File: config.mk
export PLATFORM = sky130hd
export DESIGN_NAME = fb_region_capture
export DESIGN_NICKNAME = d
export VERILOG_FILES = /design/src/rtl/fb_region_capture_pkg.sv /design/src/rtl/fb_region_capture_raster_counter.sv /design/src/rtl/fb_region_capture.sv
export SDC_FILE = /design/constraint.sdc
export NUM_CORES = 1
export LEC_CHECK = 0
export ABC_AREA = 1
export BUFFER_PORTS_ARGS = -buffer_cell sky130_fd_sc_hd__buf_2
export CORE_ASPECT_RATIO = 1.4
export CORE_MARGIN = 2
export CORE_UTILIZATION = 55
export CTS_CLUSTER_SIZE = 12
export DETAILED_ROUTE_END_ITERATION = 6
export PLACE_DENSITY = 0.83
export RECOVER_POWER = 100
export SLEW_MARGIN = 0
export SYNTH_ARGS = -nofsm -noshare
export SYNTH_HDL_FRONTEND = slang
export SYNTH_SLANG_ARGS = --single-unit
File: constraint.sdc
create_clock -name clk -period 2.6 [get_ports clk]
set_input_delay 0 -clock clk [delete_from_list [all_inputs] [get_ports clk]]
set_output_delay 0 -clock clk [all_outputs]
set_load 0.01 [all_outputs]
File: src/rtl/fb_region_capture_pkg.sv
// Shared picture-format constants and capture FSM states.
// Picture RAM pixels: black, white, or transparent for clipped area.
package fb_region_capture_pkg;

  localparam logic [1:0] PIC_BLACK = 2'd0;
  localparam logic [1:0] PIC_WHITE = 2'd1;
  localparam logic [1:0] PIC_ALPHA = 2'd2;

  localparam int SCREEN_W_DEF = 320;
  localparam int SCREEN_H_DEF = 240;

  typedef enum logic [2:0] {
    S_IDLE,
    S_ISSUE,
    S_WAIT,
    S_WRITE,
    S_COMPLETE
  } state_t;

endpackage

File: src/rtl/fb_region_capture_raster_counter.sv
// Column/row raster walker over a WIDTH x HEIGHT region.
// Shared with the picture renderer.
module raster_counter #(
  parameter int WIDTH    = 28,
  parameter int HEIGHT   = 28,
  parameter int WIDTH_B  = 5,
  parameter int HEIGHT_B = 5
) (
  input  logic                clk,
  input  logic                reset,
  input  logic                clr,
  input  logic                step,
  output logic [WIDTH_B-1:0]  col,
  output logic [HEIGHT_B-1:0] row,
  output logic                last
);

  logic col_end;

  assign col_end = (col == WIDTH_B'(WIDTH - 1));
  assign last    = col_end
                 && (row == HEIGHT_B'(HEIGHT - 1));

  always_ff @(posedge clk) begin
    if (!reset || clr) begin
      col <= '0;
      row <= '0;
    end else if (step) begin
      if (col_end) begin
        col <= '0;
        row <= row + HEIGHT_B'(1);
      end else begin
        col <= col + WIDTH_B'(1);
      end
    end
  end

endmodule

File: src/rtl/fb_region_capture.sv
// Copies a frame-buffer rectangle into a 2-bit picture RAM;
// off-screen pixels become transparent and are never read.
module fb_region_capture
  import fb_region_capture_pkg::*;
#(
  parameter int WIDTH      = 28,
  parameter int HEIGHT     = 28,
  parameter int WIDTH_B    = 5,
  parameter int HEIGHT_B   = 5,
  parameter int PIC_LENGTH = 10,
  parameter int RD_LAT     = 1,
  parameter int SCREEN_W   = SCREEN_W_DEF,
  parameter int SCREEN_H   = SCREEN_H_DEF
) (
  input  logic                  clk,
  input  logic                  reset,
  input  logic                  start_capture,
  input  logic [8:0]            base_x,
  input  logic [7:0]            base_y,
  output logic [8:0]            fb_x,
  output logic [7:0]            fb_y,
  output logic                  fb_rd_en,
  input  logic                  fb_rdata,
  output logic [PIC_LENGTH-1:0] pic_address,
  output logic [1:0]            pic_wdata,
  output logic                  pic_wren,
  output logic                  busy,
  output logic                  capture_complete
);

  state_t state, state_n;

  logic [8:0]          bx;
  logic [7:0]          by;
  logic [1:0]          wait_cnt;
  logic [WIDTH_B-1:0]  col;
  logic [HEIGHT_B-1:0] row;
  logic                last;
  logic                clr;
  logic                step;
  logic [9:0]          sum_x;
  logic [8:0]          sum_y;
  logic                clip;
  logic                accept;

  raster_counter #(
    .WIDTH    (WIDTH),
    .HEIGHT   (HEIGHT),
    .WIDTH_B  (WIDTH_B),
    .HEIGHT_B (HEIGHT_B)
  ) u_raster (
    .clk   (clk),
    .reset (reset),
    .clr   (clr),
    .step  (step),
    .col   (col),
    .row   (row),
    .last  (last)
  );

  assign accept = (state == S_IDLE) && start_capture;

  // Sums are one bit wider so a wrap past 511/255 still clips.
  assign sum_x = {1'b0, bx} + 10'(col);
  assign sum_y = {1'b0, by} + 9'(row);
  assign clip  = (sum_x >= 10'(SCREEN_W))
              || (sum_y >= 9'(SCREEN_H));
  assign fb_x  = sum_x[8:0];
  assign fb_y  = sum_y[7:0];

  always_ff @(posedge clk) begin
    if (!reset) begin
      state    <= S_IDLE;
      bx       <= '0;
      by       <= '0;
      wait_cnt <= '0;
    end else begin
      state <= state_n;
      if (accept) begin
        bx <= base_x;
        by <= base_y;
      end
      if (state == S_WAIT) begin
        wait_cnt <= wait_cnt + 2'd1;
      end else begin
        wait_cnt <= '0;
      end
    end
  end

  always_comb begin
    state_n          = state;
    clr              = 1'b0;
    step             = 1'b0;
    fb_rd_en         = 1'b0;
    pic_wren         = 1'b0;
    pic_address      = '0;
    pic_wdata        = PIC_BLACK;
    busy             = 1'b0;
    capture_complete = 1'b0;
    unique case (state)
      S_IDLE: begin
        if (start_capture) begin
          clr     = 1'b1;
          state_n = S_ISSUE;
        end
      end
      S_ISSUE: begin
        busy     = 1'b1;
        fb_rd_en = ~clip;
        state_n  = (RD_LAT == 1) ? S_WRITE : S_WAIT;
      end
      S_WAIT: begin
        busy = 1'b1;
        if (wait_cnt == 2'(RD_LAT - 2)) begin
          state_n = S_WRITE;
        end
      end
      S_WRITE: begin
        busy        = 1'b1;
        pic_wren    = 1'b1;
        pic_address = PIC_LENGTH'(row) * PIC_LENGTH'(WIDTH)
                    + PIC_LENGTH'(col);
        if (clip) begin
          pic_wdata = PIC_ALPHA;
        end else begin
          pic_wdata = fb_rdata ? PIC_WHITE : PIC_BLACK;
        end
        if (last) begin
          state_n = S_COMPLETE;
        end else begin
          step    = 1'b1;
          state_n = S_ISSUE;
        end
      end
      S_COMPLETE: begin
        busy             = 1'b1;
        capture_complete = 1'b1;
        state_n          = S_IDLE;
      end
      default: state_n = S_IDLE;
    endcase
  end

endmodule

After elaboration in Yosys (flattened, before gate mapping). Cells that the tools add are included. W data, S select, Z words.

Flip-flop bits (word level): 32. Input bits: 21. Output and inout bits: 33. Logic and storage cells: 52.

Add/subtract/negate cells: 6. $mul: 1. Order comparisons: 2. Eq/ne operators: 9. Mux-type cells: 17. Bitwise operators: 1. Reduce and logical (&&, ||, !) cells: 10.

Operator list (count): $pmux W3 S4 (1); $add A10 B5 Y10 (1); $add A5 B1 Y5 const B (2); $add A9 B5 Y10 (1); $eq A5 B5 Y1 const B (2); $ge A10 B9 Y1 const B (1); $mux W10 (1); $add A8 B5 Y9 (1); $ge A9 B8 Y1 const B (1); $mux W1 (9); $mux W3 (3); $mul A5 B3 Y8 const B (1); $eq A3 B2 Y1 const B (2); $reduce_and A2 Y1 (3); $mux W5 (1); $mux W2 (2); $reduce_or A4 Y1 (1); $eq A3 B1 Y1 const B (1); $eq A3 B3 Y1 const B (1); $logic_not A3 Y1 (1); $add A2 B1 Y2 const B (1); $eq A2 B2 Y1 const B (1); $logic_and A1 B1 Y1 (2); $logic_or A1 B1 Y1 (2); other kinds (4) (4).

Longest topological paths before layout. Gate-level depths: netlist of the first run.

Depth in word-level cells: 5. Depth in mapped cells: 13.

By module. Synthesis of the first run repeated with hierarchy kept, for this count alone.

Cell total of the unflattened synthesis: 388. Area, all modules: 2605.0 um^2.

By module, submodules not included: fb_region_capture (instances 1, cells each 309, area an instance 2057.0 um^2, seq. area each 440.4 um^2); raster_counter (instances 1, cells each 79, area an instance 548.0 um^2, seq. area each 200.2 um^2).

Worst setup path after synthesis of the first run. OpenSTA, ideal clock, no wires.

Path type: register -> output. Start point: reg u_raster.row[2]. End point: out pic_address[9]. Arrival: 2.403 ns. Data required time: 2.600 ns. Path slack: 0.197 ns. Stages on the path, launching flop included: 13. Path buffers: 0. Cells stage by stage: dfxtp_1 fa_1 ha_1 fa_1 nand2_1 inv_1 o21ai_0 nand2_1 xor2_1 nand2_1 nand2_1 nand2_1 nor2_1.

Longest elaborated chain between the ends: 3.

Ends and longest elaborated chain: from (decl) (line fb_region_capture_raster_counter.sv:14) `output logic [HEIGHT_B-1:0] row,`; from (signal assigned) (line fb_region_capture_raster_counter.sv:31) `row <= row + HEIGHT_B'(1);`; $mul A5 B3 Y8 (line fb_region_capture.sv:122) `pic_address = PIC_LENGTH'(row) * PIC_LENGTH'(WIDTH)`; $add A10 B5 Y10 (line fb_region_capture.sv:123) `+ PIC_LENGTH'(col);`; $mux W10 (line fb_region_capture.sv:101) `unique case (state)`; to (decl) (line fb_region_capture.sv:24) `output logic [PIC_LENGTH-1:0] pic_address,`.

Every way passes these cells.

Final worst setup path of the first run.
Start point: reg u_raster.row[1]. End point: out pic_address[8].

Same word-level chain as after synthesis.

==> metrics.cfg, run 1 <==
[synth]
synthCells=373
synth_seq_cells=32
ys_types=31
synthesis.area_um2=2530
yosys_warnings=0
async_flop_share_pct=0
syn_nets=427
synth-main-ff-cell=dfxtp_1
synth_area_leaders=dfxtp_1, ha_1, nand2_1, inv_1, fa_1
avgSynthCellArea_um2=6.79
ys_seq_area_share_pct=25.3
synth.top_cell.area_share_pct=25.3
yosysTopAreaCell=dfxtp_1
synth_edf_count=0

[run_status]
status=finished, violations left
violations=hold timing, setup timing

[sta]
rsz0062_at_grt=true
slew_headroom_pct=37.9
timing.fmax_ghz=0.377
setup_viol=3
final.min_clock_period_ns=2.65
clock_skew_ns=0.00348
whs_ns=-0.00338
worst_pin_slew_ns=0.932
finalHoldViolations=1
setup_slack_ns=-0.0506
slew_viol_final=0
period_share_pct=102

[setup_path]
start_kind=flip-flop
cp_max_fo=4
cp.arrival_ns=2.65
endpoint_kind=primary output
required_ns=2.60
critical_path_class=flip-flop to primary output

[grt]
grt_pass1_vias=2594
grt_max_degree=26
overflow=0
grt_util_all_layers_pct=25.7
grt_pass1_wl_mm=10.4
grt_antenna_before_repair=0

[worst_hold_path]
min_path_type=input port to flip-flop

[flow_run]
drv_cap=0

[power_and_ir_drop]
p_total_mw=1.58
irDropWorstVdd_v=0.000286
p_per_area_nw_per_um2=511
p_leak_nw=1.60

[die]
initial_core_util_pct=56.3
placementRows=29
dieArea_um2=5170
die_w_um=61.4
pin_count=54
die_y_um=84.3
coreArea_um2=4500

[detailed_routing]
ant_nets=0
dr_total_vias=2586
wl_per_cell_um=12.5
routed_wl_mm=6.24
firstDrtPassIters=4
vias_per_cell=5.16
drc=0
first_iter_violations=156

[clock_network]
clockRootBuffer=clkbuf_8
clk_pin_slew_ns=0.07
numCtsBuffers=5
cts_htree_levels=2
cts_tree=yes
cts_sinks=32
cts_buffer_depth=2
worstSkewPairLatency_ns=0.29

[finish]
register_area_um2=644
n_antenna_cell=0
area_growth_pct=22.1
fin_cells=501
n_fill_cell=420
post-route-util_pct=68.7
drive_above_1_share_pct=17.5
layout.nets=492
final_area_um2=3090
multi_input_area_um2=1720

[placement]
dpl_cell_area_um2=2900
hpwl_mm=4.66
place_congestion=0.851
pre_cts_ws_ns=0.139
port_buffers=53
dp_cells=488

[stage by stage]
step / hold slack [ns] / TNS (ns)
after detailed placement: 0.290 / 0
after global placement: 0.275 / 0
after global routing: 0.0145 / -0.644
after CTS: 0.000983 / -0.0241
after floorplan: 0.103 / 0
final: -0.00338 / -0.0953
[sequential cells by signal (all words and copies together) (netlist names)]
name / flops
by: 8
state: 3
wait_cnt: 2
bx: 9
u_raster.col: 5
u_raster.row: 5
[critical path: stages (launching register included)]
cell	delay, ns
dfxtp_2	0.36
buf_4	0.15
fa_2	0.47
fa_2	0.41
nand2_2	0.08
inv_2	0.04
o21ai_2	0.13
nand2_2	0.08
xor2_2	0.16
buf_4	0.14
xor2_1	0.13
nor2_1	0.07
buf_2	0.14
[cell usage after synthesis (2+ instances only)]
cell,instances
a21oi_1,27
clkbuf_1,4
dfxtp_1,32
fa_1,8
ha_1,25
inv_1,63
nand2_1,81
nand3_1,23
nand3_2,4
nand4_1,4
nor2_1,42
nor2_2,2
nor3_1,7
o21a_1,2
o21ai_0,21
o21ai_1,2
xnor2_1,3
xor2_1,10
[routing by layer]
layer	share of wire, %	vias up	wire [µm]	track usage [%]
li1	-	1308	-	-
met1	41	1190	2570	29.3
met2	52	79	3230	45.0
met3	5.3	9	333	4.78
met4	1.7	0	106	10.6
met5	0	-	0	0
[cells by family after synthesis]
| family | Yosys count | share of synthesized area [%] |
|---|---|---|
| flip-flops | 32 | 25.3 |
| adder cells (fa/ha/maj) | 33 | 18.7 |
| AO/OA/AOI/OAI | 54 | 11.1 |
| buffers and inverters | 69 | 10.3 |
| AND/OR/NAND/NOR | 172 | 30.2 |
| XOR/XNOR | 13 | 4.50 |
[cells in the final DEF, fill, tap and decap left out, drive strengths merged, types with 5 or more instances in the layout]
| cell type | count |
|---|---|
| nor3 | 7 |
| clkbuf | 29 |
| nor2 | 45 |
| buf | 40 |
| nand3 | 27 |
| a21oi | 27 |
| inv | 63 |
| nand4 | 5 |
| dfxtp | 32 |
| ha | 25 |
| nand2 | 83 |
| o21ai | 23 |
| fa | 8 |
| xor2 | 10 |
[area by class of cell]
| class | instances | area share [%] |
|---|---|---|
| flip-flops and latches | 32 | 20.8 |
| clock buffers | 8 | 2.91 |
| multi-input cells | 272 | 55.5 |
| inverters | 63 | 7.65 |
| repair buffers | 64 | 10.6 |
| well taps | 62 | 2.51 |
[report_power, final]
group	switching (mW)	leakage [nW]	internal, mW
logic	0.348	1.29	0.186
clock network	0.196	0.0455	0.216
registers	0.0661	0.264	0.568
[timing repair]
| item | CTS | global route |
|---|---|---|
| pin swaps | 3 | 7 |
| setup endpoints to repair | 3 | 4 |
| endpoints found under the hold margin | 3 | 0 |
| hold buffers | 3 | 0 |
| resized for setup | 12 | 15 |
| buffers inserted | 0 | 2 |
[worst paths after layout]
check	from	end	slack (ns)	depth (start not counted)
hold / removal	base_y[0]	by[0]$_SDFFE_PN0P_	-0.003	3
setup / recovery	u_raster.row[1]$_SDFFE_PP0P_	pic_address[8]	-0.05	12
hold reg to reg	wait_cnt[0]$_SDFF_PN0_	wait_cnt[0]$_SDFF_PN0_	0.43	1
setup reg to reg	u_raster.row[2]$_SDFFE_PP0P_	u_raster.row[4]$_SDFFE_PP0P_	0.65	11
(Power assumes the default switching activity.)
==> run 2, diff against run 1 <==
- GPL_TIMING_DRIVEN: default -> 0
==> run 2 against run 1 <==
Against the previous run:
- the flow finishes with violations (setup timing)
- register-to-register slack gained 0.21 ns
- design area grew 1.8%
- combinational power grew 5.4%
- non-clock buffer count grew 6
- global-route usage grew 0.70 points
- wire length is essentially flat
- first-iteration DRC count grew 1.3%
- setup slack lost 0.071 ns
- die area is the same
- sequential power shrank 0.8%
- largest cell class unchanged
==> metrics.cfg, run 2 (synthesis results as in run 1) <==
[setup_path]
required_ns=2.60  ; about the same
r2r_cells=11  ; unchanged
critical_path_class=flip-flop to primary output  ; unchanged
reg2reg_from=u_raster.row[2]$_SDFFE_PP0P_  ; unchanged
cp_max_fo=4  ; unchanged
endpoint_kind=primary output  ; unchanged
reg2reg_slack_ns=0.86  ; was 0.65 ns
start_kind=flip-flop  ; unchanged
critPathBufInv=2  ; was 4
crit_slowest_cell=fa_2  ; unchanged
path_common_cell=nand2_1
r2r-end=u_raster.row[4]$_SDFFE_PP0P_  ; unchanged
critical_path.max_stage_delay_ns=0.55  ; was 0.47 ns
crit_family=adder cells  ; unchanged
cp_cell_sequence=fa_1 > ha_4 > fa_2 > nand2_1 > inv_2 > nand2_1 > and2b_1 > nand2_1 > nand2_1 > nand2_1 > nor2_1 > buf_2  ; was buf_4 > fa_2 > fa_2 > nand2_2 > inv_2 > o21ai_2 > nand2_2 > xor2_2 > buf_4 > xor2_1 > nor2_1 > buf_2
cp.arrival_ns=2.72  ; was 2.65 ns

[finish]
largestRegisters=bx x9, by x8  ; unchanged
top_register=bx  ; unchanged
final_cell_mix=nand2_1, inv_1, buf_2  ; was nand2_1, inv_1, nor2_1
n_antenna_cell=0  ; unchanged
largest_register_ffs=9  ; unchanged
final_common_cell=nand2_1  ; unchanged
area_growth_pct=24.3  ; was 22.1%
register_area_um2=654  ; was 644 µm²
n_fill_cell=411  ; was 420
layout.nets=498  ; was 492
drive_above_1_share_pct=21.6  ; was 17.5%
post-route-util_pct=70.0  ; was 68.7%
multi_input_area_um2=1710  ; was 1720 µm²

[clock_network]
cts_htree_levels=2  ; unchanged
cts_tree=yes  ; unchanged
cts_sinks=32  ; unchanged
clockRootBuffer=clkbuf_8  ; unchanged
cts_buffer_depth=2  ; unchanged
numCtsBuffers=5  ; unchanged
worstSkewPairLatency_ns=0.29  ; about the same
clk_pin_slew_ns=0.06  ; was 0.07 ns

[sta]
worst_pin_slew_ns=0.460  ; was 0.932 ns
setup_viol=3  ; unchanged
period_share_pct=105  ; was 102%
rsz0062_at_grt=true  ; unchanged
setup_slack_ns=-0.121  ; was -0.0506 ns
slew_headroom_pct=69.3  ; was 37.9%
tns_ns=-0.200  ; was -0.0953 ns
slew_viol_final=0  ; unchanged
finalHoldViolations=0  ; was 1
final.min_clock_period_ns=2.72  ; was 2.65 ns
timing.fmax_ghz=0.367  ; was 0.377 GHz
clock_skew_ns=0.00189  ; was 0.00348 ns

[run_status]
violations=setup timing  ; was hold timing, setup timing
status=finished, violations left  ; unchanged

[die]
coreArea_um2=4500  ; unchanged
initial_core_util_pct=56.3  ; unchanged
placementRows=29  ; unchanged
die_y_um=84.3  ; unchanged
pin_count=54  ; unchanged
dieArea_um2=5170  ; unchanged
die_w_um=61.4  ; unchanged

[placement]
port_buffers=53  ; unchanged
hpwl_mm=4.77  ; was 4.66 mm
place_congestion=0.828  ; was 0.851
pre_cts_ws_ns=-0.125  ; was 0.139 ns

[grt]
overflow=0  ; unchanged
grt_max_degree=11  ; was 26
grt_util_all_layers_pct=26.4  ; was 25.7%
grt_antenna_before_repair=0  ; unchanged
grt_pass1_wl_mm=10.6  ; was 10.4 mm
grt_pass1_vias=2560  ; was 2594

[detailed_routing]
vias_per_cell=5.12  ; was 5.16
first_iter_violations=158  ; was 156
drc=0  ; unchanged
wl_per_cell_um=12.3  ; was 12.5 µm
firstDrtPassIters=4  ; unchanged
ant_nets=0  ; unchanged
routed_wl_mm=6.24  ; about the same
dr_total_vias=2595  ; was 2586

[worst_hold_path]
min_delay_path_depth=3  ; unchanged
min_from=base_x[5]  ; was base_y[0]
min_to=bx[5]$_SDFFE_PN0P_  ; was by[0]$_SDFFE_PN0P_
min_path_type=input port to flip-flop  ; unchanged

[power_and_ir_drop]
p_leak_nw=1.71  ; was 1.60 nW
p_per_area_nw_per_um2=505  ; was 511 nW/µm²
irDropWorstVdd_v=0.000275  ; was 0.000286 V

[flow_run]
drv_cap=0  ; unchanged

[run 2: cell types whose count changed in the layout (fill, tap and decap cells not counted), sizes merged]
| cell | change |
|---|---|
| clkbuf | -14 |
| buf | +18 |
| dlygate4sd3 | +2 |
[run 2: timing repair]
item,in CTS,in global routing
endpoints found under the hold margin,5,0
setup endpoints to repair,4,6
pin swaps,3,8
hold buffers,5,0
setup buffers,4,2
resized for setup,15,13
[run 2: layer usage]
metal / GRT usage, % / routed length (µm)
met3: 3.85 / 229
met1: 30.2 / 2540
met4: 10.8 / 159
met5: 0 / 0
met2: 46.8 / 3310
[run 2: how the worst max path moves through the flow]
stage	slack, ns	from	endpoint	cells after the start
finish	-0.12	u_raster.row[1]$_SDFFE_PP0P_	pic_address[9]	12
CTS	-0.08	u_raster.row[0]$_SDFFE_PP0P_	pic_address[9]	14
global placement	-0.04	u_raster.row[2]$_SDFFE_PP0P_	pic_address[9]	13
global route	-0.24	u_raster.row[1]$_SDFFE_PP0P_	pic_address[9]	14
floorplan	0.20	u_raster.row[2]$_SDFFE_PP0P_	pic_address[9]	12
detailed placement	-0.13	u_raster.row[2]$_SDFFE_PP0P_	pic_address[9]	13
[run 2: layout make-up]
type                            count  area share [%]
Tap cell                           62            2.46
Inverter                           63            7.51
Multi-Input combinational cell    272            54.3
Clock buffer                        8            2.86
Sequential cell                    32            20.8
Buffer                              6           0.755
Timing Repair Buffer               64            11.3
[run 2: through the flow]
stage          power (mW)  hold WS (ns)  area [µm²]  instances
2_1_floorplan        1.01         0.103        2530        373
3_3_place_gp         1.18         0.276        2880        488
3_5_place_dp         1.19         0.288        2880        488
4_1_cts              1.59       0.00396        3090        505
5_1_grt              1.71        0.0276        3150        507
6_report             1.59       0.00697        3150        507
[run 2: power by group]
| group | internal [mW] | total [mW] | switching, mW | leakage (nW) |
|---|---|---|---|---|
| Sequential | 0.565 | 0.630 | 0.0642 | 0.266 |
| Clock | 0.216 | 0.396 | 0.180 | 0.0455 |
| Combinational | 0.211 | 0.564 | 0.353 | 1.40 |
[run 2: worst reg2reg max path, stage by stage, from the launching register on]
cell and delay [ns]:
dfxtp_4 0.39, buf_4 0.15, inv_1 0.07, ha_1 0.19, nand3_1 0.14, nor2_2 0.08, nor2_4 0.14, nand2_4 0.10
nor2_2 0.16, nand3_1 0.10, nand2_1 0.07, nor2_1 0.04
